`src/rtl/vram_pkg.sv`:
```
// -----------------------------------------------------------------------------
// vram_pkg
// Shared definitions for the VRAM arbiter slice.
//   - 1280x1024 raster timing constants (1688 x 1066 total), expressed in the
//     sync generator's CounterX / CounterY coordinates.
//   - Arbiter state encoding (write-priority / display-priority).
//   - A small inclusive range-compare helper used by the priority window.
// No ports (package).
// -----------------------------------------------------------------------------
package vram_pkg;

    // Width of the sync generator's position counters.
    localparam int CNT_W = 11;

    // Raster totals (counter wraps at H_TOTAL-1 / V_TOTAL-1).
    localparam int H_TOTAL = 1688;
    localparam int V_TOTAL = 1066;

    // Active-area bounds, inclusive.
    localparam int DEF_H_ACT_START = 360;
    localparam int DEF_H_ACT_END   = 1639;
    localparam int DEF_V_ACT_START = 41;
    localparam int DEF_V_ACT_END   = 1064;

    // Display priority begins this many pixels before the first active pixel
    // so the scan-out FIFO can be primed ahead of the visible line.
    localparam int DEF_PREFETCH = 4;

    // Default RAM geometry.
    localparam int DEF_ADDR_W = 17;
    localparam int DEF_DATA_W = 32;

    // State encoding.
    localparam logic ST_WR_PRI   = 1'b0;
    localparam logic ST_DISP_PRI = 1'b1;

    typedef enum logic {
        WR_PRI   = ST_WR_PRI,
        DISP_PRI = ST_DISP_PRI
    } arb_state_e;

    // Inclusive range test on a raster counter value.
    function automatic logic in_range(
        input logic [CNT_W-1:0] v,
        input logic [CNT_W-1:0] lo,
        input logic [CNT_W-1:0] hi
    );
        return (v >= lo) && (v <= hi);
    endfunction

endpackage : vram_pkg

```
`src/rtl/vram_arbiter_if.sv`:
```
// -----------------------------------------------------------------------------
// vram_arbiter_if
// Bundles the request/response and RAM-side signals of the VRAM arbiter.
//   Display read port : disp_req, disp_addr -> disp_rvalid, disp_rdata
//   Writer port       : wr_valid, wr_addr, wr_data -> wr_ready
//   RAM port          : mem_en, mem_we, mem_addr, mem_wdata <- mem_rdata
// Modports:
//   slave  - the arbiter's view (drives responses and the RAM port)
//   master - the surrounding system's view (requesters plus the RAM model)
// -----------------------------------------------------------------------------
interface vram_arbiter_if #(
    parameter int ADDR_W = 17,
    parameter int DATA_W = 32
);
    // Display fetch path
    logic              disp_req;
    logic [ADDR_W-1:0] disp_addr;
    logic              disp_rvalid;
    logic [DATA_W-1:0] disp_rdata;

    // Drawing / host writer
    logic              wr_valid;
    logic [ADDR_W-1:0] wr_addr;
    logic [DATA_W-1:0] wr_data;
    logic              wr_ready;

    // Single-port synchronous RAM
    logic              mem_en;
    logic              mem_we;
    logic [ADDR_W-1:0] mem_addr;
    logic [DATA_W-1:0] mem_wdata;
    logic [DATA_W-1:0] mem_rdata;

    modport slave (
        input  disp_req, disp_addr,
        output disp_rvalid, disp_rdata,
        input  wr_valid, wr_addr, wr_data,
        output wr_ready,
        output mem_en, mem_we, mem_addr, mem_wdata,
        input  mem_rdata
    );

    modport master (
        output disp_req, disp_addr,
        input  disp_rvalid, disp_rdata,
        output wr_valid, wr_addr, wr_data,
        input  wr_ready,
        input  mem_en, mem_we, mem_addr, mem_wdata,
        output mem_rdata
    );

endinterface : vram_arbiter_if

```
`src/rtl/vram_prio_window.sv`:
```
// -----------------------------------------------------------------------------
// vram_prio_window
// Priority-window FSM. Each cycle the state register is loaded with whether
// the raster position lies inside the prefetch-extended active area:
//   y in [V_ACT_START, V_ACT_END] and x in [H_ACT_START-PREFETCH, H_ACT_END]
// so a transition becomes visible the cycle after the counters cross a bound.
// Ports:
//   clk, rst            clock, synchronous active-high reset (-> WR_PRI)
//   counter_x/counter_y raster position from the sync generator
//   state               current arbitration state (WR_PRI / DISP_PRI)
// PREFETCH must be smaller than H_ACT_START.
// -----------------------------------------------------------------------------
module vram_prio_window
    import vram_pkg::*;
#(
    parameter int H_ACT_START = DEF_H_ACT_START,
    parameter int H_ACT_END   = DEF_H_ACT_END,
    parameter int V_ACT_START = DEF_V_ACT_START,
    parameter int V_ACT_END   = DEF_V_ACT_END,
    parameter int PREFETCH    = DEF_PREFETCH
) (
    input  logic             clk,
    input  logic             rst,
    input  logic [CNT_W-1:0] counter_x,
    input  logic [CNT_W-1:0] counter_y,
    output arb_state_e       state
);

    // axis_in[0]: horizontal inside, axis_in[1]: vertical inside
    logic [1:0] axis_in;

    genvar gi;
    generate
        for (gi = 0; gi < 2; gi++) begin : g_axis
            localparam logic [CNT_W-1:0] LO = (gi == 0) ? CNT_W'(H_ACT_START - PREFETCH)
                                                        : CNT_W'(V_ACT_START);
            localparam logic [CNT_W-1:0] HI = (gi == 0) ? CNT_W'(H_ACT_END)
                                                        : CNT_W'(V_ACT_END);
            logic [CNT_W-1:0] pos;
            assign pos         = (gi == 0) ? counter_x : counter_y;
            assign axis_in[gi] = in_range(pos, LO, HI);
        end
    endgenerate

    arb_state_e state_q;
    arb_state_e state_d;

    // The window is a pure function of the current position; no hysteresis,
    // so counter wrap-around needs no special casing.
    always_comb begin
        state_d = WR_PRI;
        if (&axis_in) begin
            state_d = DISP_PRI;
        end
    end

    always_ff @(posedge clk) begin
        if (rst) begin
            state_q <= WR_PRI;
        end else begin
            state_q <= state_d;
        end
    end

    assign state = state_q;

endmodule : vram_prio_window

```
`src/rtl/vram_arbiter.sv`:
```
// -----------------------------------------------------------------------------
// vram_arbiter
// Shares one single-port synchronous pixel RAM between the display fetch path
// and a drawing/host writer. Inside the prefetch-extended active area the
// display has absolute priority; in blanking the writer wins. A display
// request that loses is dropped (not queued).
// Ports:
//   clk, rst              pixel clock, synchronous active-high reset
//   counter_x, counter_y  raster position from the sync generator (11 bit)
//   bus (slave)           display read port, writer port, RAM port
//   disp_pri              1 while in the display-priority state
//   wr_stall_cnt          (only with VRAM_ARB_STATS_EN) per-frame count of
//                         cycles the writer was stalled, saturating
// Read latency: request accepted in cycle t -> mem_en in t+1, RAM data in
// t+2, disp_rvalid/disp_rdata in t+3. Fully pipelined.
// Optional feature macro: VRAM_ARB_STATS_EN
// -----------------------------------------------------------------------------
module vram_arbiter
    import vram_pkg::*;
#(
    parameter int ADDR_W      = DEF_ADDR_W,
    parameter int DATA_W      = DEF_DATA_W,
    parameter int H_ACT_START = DEF_H_ACT_START,
    parameter int H_ACT_END   = DEF_H_ACT_END,
    parameter int V_ACT_START = DEF_V_ACT_START,
    parameter int V_ACT_END   = DEF_V_ACT_END,
    parameter int PREFETCH    = DEF_PREFETCH
) (
    input  logic             clk,
    input  logic             rst,
    input  logic [CNT_W-1:0] counter_x,
    input  logic [CNT_W-1:0] counter_y,
    vram_arbiter_if.slave    bus,
    output logic             disp_pri
`ifdef VRAM_ARB_STATS_EN
    ,
    output logic [15:0]      wr_stall_cnt
`endif
);

    // -------------------------------------------------------------------------
    // Priority window
    // -------------------------------------------------------------------------
    arb_state_e state;

    vram_prio_window #(
        .H_ACT_START (H_ACT_START),
        .H_ACT_END   (H_ACT_END),
        .V_ACT_START (V_ACT_START),
        .V_ACT_END   (V_ACT_END),
        .PREFETCH    (PREFETCH)
    ) u_prio_window (
        .clk       (clk),
        .rst       (rst),
        .counter_x (counter_x),
        .counter_y (counter_y),
        .state     (state)
    );

    assign disp_pri = (state == DISP_PRI);

    // -------------------------------------------------------------------------
    // Combinational arbitration
    // -------------------------------------------------------------------------
    logic disp_win;
    logic wr_win;

    always_comb begin
        disp_win = 1'b0;
        wr_win   = 1'b0;
        // Nobody is granted while in reset so wr_ready never signals a
        // transfer that the reset would then swallow.
        if (!rst) begin
            case (state)
                DISP_PRI: begin
                    disp_win = bus.disp_req;
                    wr_win   = bus.wr_valid && !bus.disp_req;
                end
                default: begin
                    wr_win   = bus.wr_valid;
                    disp_win = bus.disp_req && !bus.wr_valid;
                end
            endcase
        end
    end

    assign bus.wr_ready = wr_win;

    // -------------------------------------------------------------------------
    // RAM drive and read-return pipeline
    // -------------------------------------------------------------------------
    logic              mem_en_q,      mem_en_d;
    logic              mem_we_q,      mem_we_d;
    logic [ADDR_W-1:0] mem_addr_q,    mem_addr_d;
    logic [DATA_W-1:0] mem_wdata_q,   mem_wdata_d;
    // rd_pend: a display read is on the RAM port this cycle.
    // rd_data: that read's data is on mem_rdata this cycle.
    logic              rd_pend_q,     rd_pend_d;
    logic              rd_data_q,     rd_data_d;
    logic              disp_rvalid_q, disp_rvalid_d;
    logic [DATA_W-1:0] disp_rdata_q,  disp_rdata_d;

    always_comb begin
        mem_en_d      = disp_win | wr_win;
        mem_we_d      = wr_win;
        mem_addr_d    = mem_addr_q;
        mem_wdata_d   = mem_wdata_q;
        rd_pend_d     = disp_win && !wr_win;
        rd_data_d     = rd_pend_q;
        disp_rvalid_d = rd_data_q;
        disp_rdata_d  = disp_rdata_q;

        if (wr_win) begin
            mem_addr_d  = bus.wr_addr;
            mem_wdata_d = bus.wr_data;
        end else if (disp_win) begin
            mem_addr_d  = bus.disp_addr;
        end

        if (rd_data_q) begin
            disp_rdata_d = bus.mem_rdata;
        end
    end

    always_ff @(posedge clk) begin
        if (rst) begin
            mem_en_q      <= 1'b0;
            mem_we_q      <= 1'b0;
            mem_addr_q    <= '0;
            mem_wdata_q   <= '0;
            rd_pend_q     <= 1'b0;
            rd_data_q     <= 1'b0;
            disp_rvalid_q <= 1'b0;
            disp_rdata_q  <= '0;
        end else begin
            mem_en_q      <= mem_en_d;
            mem_we_q      <= mem_we_d;
            mem_addr_q    <= mem_addr_d;
            mem_wdata_q   <= mem_wdata_d;
            rd_pend_q     <= rd_pend_d;
            rd_data_q     <= rd_data_d;
            disp_rvalid_q <= disp_rvalid_d;
            disp_rdata_q  <= disp_rdata_d;
        end
    end

    assign bus.mem_en      = mem_en_q;
    assign bus.mem_we      = mem_we_q;
    assign bus.mem_addr    = mem_addr_q;
    assign bus.mem_wdata   = mem_wdata_q;
    assign bus.disp_rvalid = disp_rvalid_q;
    assign bus.disp_rdata  = disp_rdata_q;

`ifdef VRAM_ARB_STATS_EN
    // -------------------------------------------------------------------------
    // Writer stall statistics, cleared once per frame at raster (0,0)
    // -------------------------------------------------------------------------
    logic [15:0] wr_stall_cnt_q, wr_stall_cnt_d;

    always_comb begin
        wr_stall_cnt_d = wr_stall_cnt_q;
        if ((counter_x == '0) && (counter_y == '0)) begin
            wr_stall_cnt_d = '0;
        end else if (bus.wr_valid && !wr_win && (wr_stall_cnt_q != 16'hFFFF)) begin
            wr_stall_cnt_d = wr_stall_cnt_q + 16'd1;
        end
    end

    always_ff @(posedge clk) begin
        if (rst) begin
            wr_stall_cnt_q <= '0;
        end else begin
            wr_stall_cnt_q <= wr_stall_cnt_d;
        end
    end

    assign wr_stall_cnt = wr_stall_cnt_q;
`endif

endmodule : vram_arbiter

```
`src/flat_wrapper.sv`:
```
// flat-port wrapper written by rule: the top's interface ports become plain ports
module vram_arbiter_flat import vram_pkg::*;
#(
    parameter int ADDR_W      = DEF_ADDR_W,
    parameter int DATA_W      = DEF_DATA_W,
    parameter int H_ACT_START = DEF_H_ACT_START,
    parameter int H_ACT_END   = DEF_H_ACT_END,
    parameter int V_ACT_START = DEF_V_ACT_START,
    parameter int V_ACT_END   = DEF_V_ACT_END,
    parameter int PREFETCH    = DEF_PREFETCH
)
  (clk, rst, counter_x, counter_y, disp_pri, bus_disp_req, bus_disp_addr, bus_disp_rvalid, bus_disp_rdata, bus_wr_valid, bus_wr_addr, bus_wr_data, bus_wr_ready, bus_mem_en, bus_mem_we, bus_mem_addr, bus_mem_wdata, bus_mem_rdata);
  vram_arbiter_if #(.ADDR_W(ADDR_W), .DATA_W(DATA_W)) bus_i ();
  input  logic clk;
  input  logic rst;
  input  logic [CNT_W-1:0] counter_x;
  input  logic [CNT_W-1:0] counter_y;
  output logic disp_pri;
  input wire logic [$bits(bus_i.disp_req)-1:0] bus_disp_req;
  input wire logic [$bits(bus_i.disp_addr)-1:0] bus_disp_addr;
  output wire logic [$bits(bus_i.disp_rvalid)-1:0] bus_disp_rvalid;
  output wire logic [$bits(bus_i.disp_rdata)-1:0] bus_disp_rdata;
  input wire logic [$bits(bus_i.wr_valid)-1:0] bus_wr_valid;
  input wire logic [$bits(bus_i.wr_addr)-1:0] bus_wr_addr;
  input wire logic [$bits(bus_i.wr_data)-1:0] bus_wr_data;
  output wire logic [$bits(bus_i.wr_ready)-1:0] bus_wr_ready;
  output wire logic [$bits(bus_i.mem_en)-1:0] bus_mem_en;
  output wire logic [$bits(bus_i.mem_we)-1:0] bus_mem_we;
  output wire logic [$bits(bus_i.mem_addr)-1:0] bus_mem_addr;
  output wire logic [$bits(bus_i.mem_wdata)-1:0] bus_mem_wdata;
  input wire logic [$bits(bus_i.mem_rdata)-1:0] bus_mem_rdata;
  assign bus_i.disp_req = bus_disp_req;
  assign bus_i.disp_addr = bus_disp_addr;
  assign bus_disp_rvalid = bus_i.disp_rvalid;
  assign bus_disp_rdata = bus_i.disp_rdata;
  assign bus_i.wr_valid = bus_wr_valid;
  assign bus_i.wr_addr = bus_wr_addr;
  assign bus_i.wr_data = bus_wr_data;
  assign bus_wr_ready = bus_i.wr_ready;
  assign bus_mem_en = bus_i.mem_en;
  assign bus_mem_we = bus_i.mem_we;
  assign bus_mem_addr = bus_i.mem_addr;
  assign bus_mem_wdata = bus_i.mem_wdata;
  assign bus_i.mem_rdata = bus_mem_rdata;
  vram_arbiter #(.ADDR_W(ADDR_W), .DATA_W(DATA_W), .H_ACT_START(H_ACT_START), .H_ACT_END(H_ACT_END), .V_ACT_START(V_ACT_START), .V_ACT_END(V_ACT_END), .PREFETCH(PREFETCH)) u_core (.clk(clk), .rst(rst), .counter_x(counter_x), .counter_y(counter_y), .bus(bus_i), .disp_pri(disp_pri));
endmodule
```
`config.mk`:
```
export PLATFORM = sky130hd
export DESIGN_NAME = vram_arbiter_flat
export DESIGN_NICKNAME = d
export VERILOG_FILES = /design/src/rtl/vram_pkg.sv /design/src/rtl/vram_arbiter_if.sv /design/src/rtl/vram_prio_window.sv /design/src/rtl/vram_arbiter.sv /design/src/flat_wrapper.sv
export SDC_FILE = /design/constraint.sdc
export NUM_CORES = 1
export LEC_CHECK = 0
export CORE_MARGIN = 4
export CORE_UTILIZATION = 35
export DETAILED_ROUTE_END_ITERATION = 10
export PLACE_DENSITY = 0.76
export SLEW_MARGIN = 20
export SYNTH_ARGS = -nofsm -noshare
export SYNTH_HDL_FRONTEND = slang
export SYNTH_HIERARCHICAL = 1
export SYNTH_SLANG_ARGS = --single-unit
```
`constraint.sdc`:
```
create_clock -name clk -period 2.6 [get_ports clk]
set_clock_uncertainty 0.15 [all_clocks]
set_input_delay 0.26 -clock clk [delete_from_list [all_inputs] [get_ports clk]]
set_output_delay 0.26 -clock clk [all_outputs]
set_load 0.01 [all_outputs]
```
==> metrics.txt <==
Worst-Margin Slew around 1 ns; Core Region 9420 um2; number of synthesized register bits 87; Switching Share about a quarter; Mapped Area 3450 um2; Flop pwr share between 40% and 50%; r2r setup slk 0.79 ns; Post-synth EDFFs 0; Initial Util a little over a third; worst hold path class reg2reg; Endpoint, Worst Hold u_core/disp_rvalid_d; Die ar. 11500 um2; fin crit period ~2.1 ns; Critical Path Source bus_disp_req; post-synthesis cell type count 30; Non-Filler Instances approximately 640; count of pins over their slew limit 0; vias in the first global route 3300; die height roughly 110 um; endpoints failing hold 0; CTS tree done; CTS sink cnt 87; async set-reset flop share out of synthesis 0%; P&R area growth vs syn 67.3%; TritonRoute pass-1 iters 4; Filler cells between 800 and 900; Comb power frac 20.0%; setup bufs post-CTS 0; setup slack after layout around 0.5 ns; R2R depth 3; Worst-Skew Late Latency roughly 0.34 ns; root buf cell clkbuf_8; Post-synth top cells 87 x dfxtp_1, 35 x nor2_1, 35 x nor2b_1, 32 x mux2i_1, 29 x mux2_2; CP Capture Type output pin; Clock transition at path regs approximately 0.08 ns; CP required around 2.2 ns; cell with the most instances after synthesis dfxtp_1; Area contributors post-synth dfxtp_1 51%, mux2_2 9.5%, mux2i_1 9.3%; wire length of the first global-routing pass around 17 mm; Avg WL per Cell approximately 17 um; all-layer global routing usage about 18%; I/O pins between 200 and 250; RR Endpoint u_core/bus.mem_wdata[18]; H-Tree Depth 3; reg2reg start u_core/u_prio_window/state; row count 35; Total Wirelength ~11 mm; Lkg Pwr between 2 and 2.5 nW; Max Freq about 480 MHz; CP Launch Type input pin; DP Worst Slack 0.370 ns; reported max-cap violation count 0; Setup Total Neg Slack 0 ns; PD cells approximately 500 nW/um2; total number of vias 3059; Yosys top cell area share about half; Final GP Congestion a little over 0.7; Mapped Cells 301; Seq/Total Area, Yosys roughly half; CP max FO 4; hold depth 1; placed cells slightly above 600; Clock power frac between 30% and 40%; Clock Tree Buf Depth 2; # hold bufs at CTS 0; arrival time worst endpoint between 1.5 and 2 ns; Crit Path Class in2out; status finished clean; number of buffers created by CTS 9; Gates resized, CTS repair 0; Synth warnings 6; Hold Crit Start u_core/rd_data_d; Power Internal 2.18 mW; vias per std cell between 4 and 5; layout cells sized above 1 a little under an eighth; Final Cycle Share approximately 81%; Setup violations, final 0; Synth Net Count approximately 430; Synth area leader dfxtp_1; ANT cells 0; grt ovf 0; Psw roughly 0.75 mW; die width approximately 110 um; post-detail-place hpwl 8.04 mm; largest net degree at the start of global routing 43; number of DRC markers in iteration 0 84; worst vdd ir ~270 uV; Mapped Avg Cell Area 11.5 um2; port bufs 207; Synth Flop Type dfxtp_1; final net count roughly 630; DRC viols 0; initial antenna violation count 0; relative slew slack between 30% and 40%; Antenna Nets Post-Route 0; RSZ-0062 raised after global routing no
cell usage in the layout (no fill, tap or decap), types with 2 or more instances in the layout:
cell and instances:
clkdlybuf4s50_1 206, dfxtp_1 86, nor2b_1 35, nor2_1 35, mux2i_1 32, mux2_2 29
o2111a_1 17, a221o_1 17, clkbuf_8 10, buf_4 8, mux2_1 3, clkinv_4 2
clkinvlp_4 2, inv_2 2, a211oi_1 2, nand3_1 2, a21oi_1 2
area by class of cell:
class | count | area (um2) | area share (%)
Tap cell | 129 | 161 | 2.80
Timing Repair Buffer | 215 | 2130 | 36.9
Multi-Input combinational cell | 187 | 1550 | 26.8
Sequential cell | 87 | 1740 | 30.2
Inverter | 2 | 7.51 | 0.130
Clock inverter | 5 | 41.3 | 0.716
Clock buffer | 11 | 141 | 2.45
state kept, by name (all words and copies together) (netlist names):
register / count
u_core/u_prio_window/state: 1
u_core/bus.mem_addr: 17
u_core/bus.disp_rvalid: 1
u_core/bus.mem_wdata: 32
u_core/rd_data_d: 1
u_core/disp_rvalid_d: 1
u_core/bus.mem_we: 1
u_core/bus.mem_en: 1
u_core/bus.disp_rdata: 32
through the flow:
step	instance area, um2	hold slack, ns	utilization, %	total power, mW
after floorplan	3450	0.231	-	1.70
after CTS	5770	0.292	61.3	2.97
after global placement	5580	0.269	59.3	2.06
after global routing	5770	0.299	61.3	3.08
after detailed placement	5590	0.273	59.3	2.08
final	5770	0.291	61.3	2.93
kinds of logic (layout without fill, tap and decap cells):
kind of cell	after synthesis	in the layout	share of synthesized area (%)
flops	87	87	50.5
mux	64	64	19.7
compound gates	45	45	13.2
buf+inv	27	233	4.79
simple gates	78	78	11.7
metal layers:
layer	vias up	GRT usage (%)	share of wire [%]
met5	-	0	0
met4	0	5.66	1.4
met3	12	8.01	11
met2	150	31.3	47
met1	1401	20.6	41
li1	1496	-	-
critical path, cell delays in order:
cell and delay [ns]:
clkdlybuf4s50_1 0.53, a211oi_4 0.31, clkdlybuf4s50_1 0.59
how the worst max path moves through the flow:
stage                                             to  cells after the start
final                                   bus_wr_ready                      3
after floorplan           u_core/u_prio_window/state                      4
after detailed placement    u_core/bus.mem_wdata[18]                      4
after global placement        u_core/bus.mem_addr[1]                      3
after global routing                    bus_wr_ready                      2
after CTS                               bus_wr_ready                      3
power groups by stage:
stage               clock [mW]  combinational, mW  sequential [mW]
floorplan                    0              0.183             1.51
CTS                      0.922              0.591             1.46
finish                   0.886              0.585             1.46
detailed placement           0              0.588             1.49
global route             0.981              0.624             1.47
global placement             0              0.577             1.49
Power figures use the tool's default switching activity.
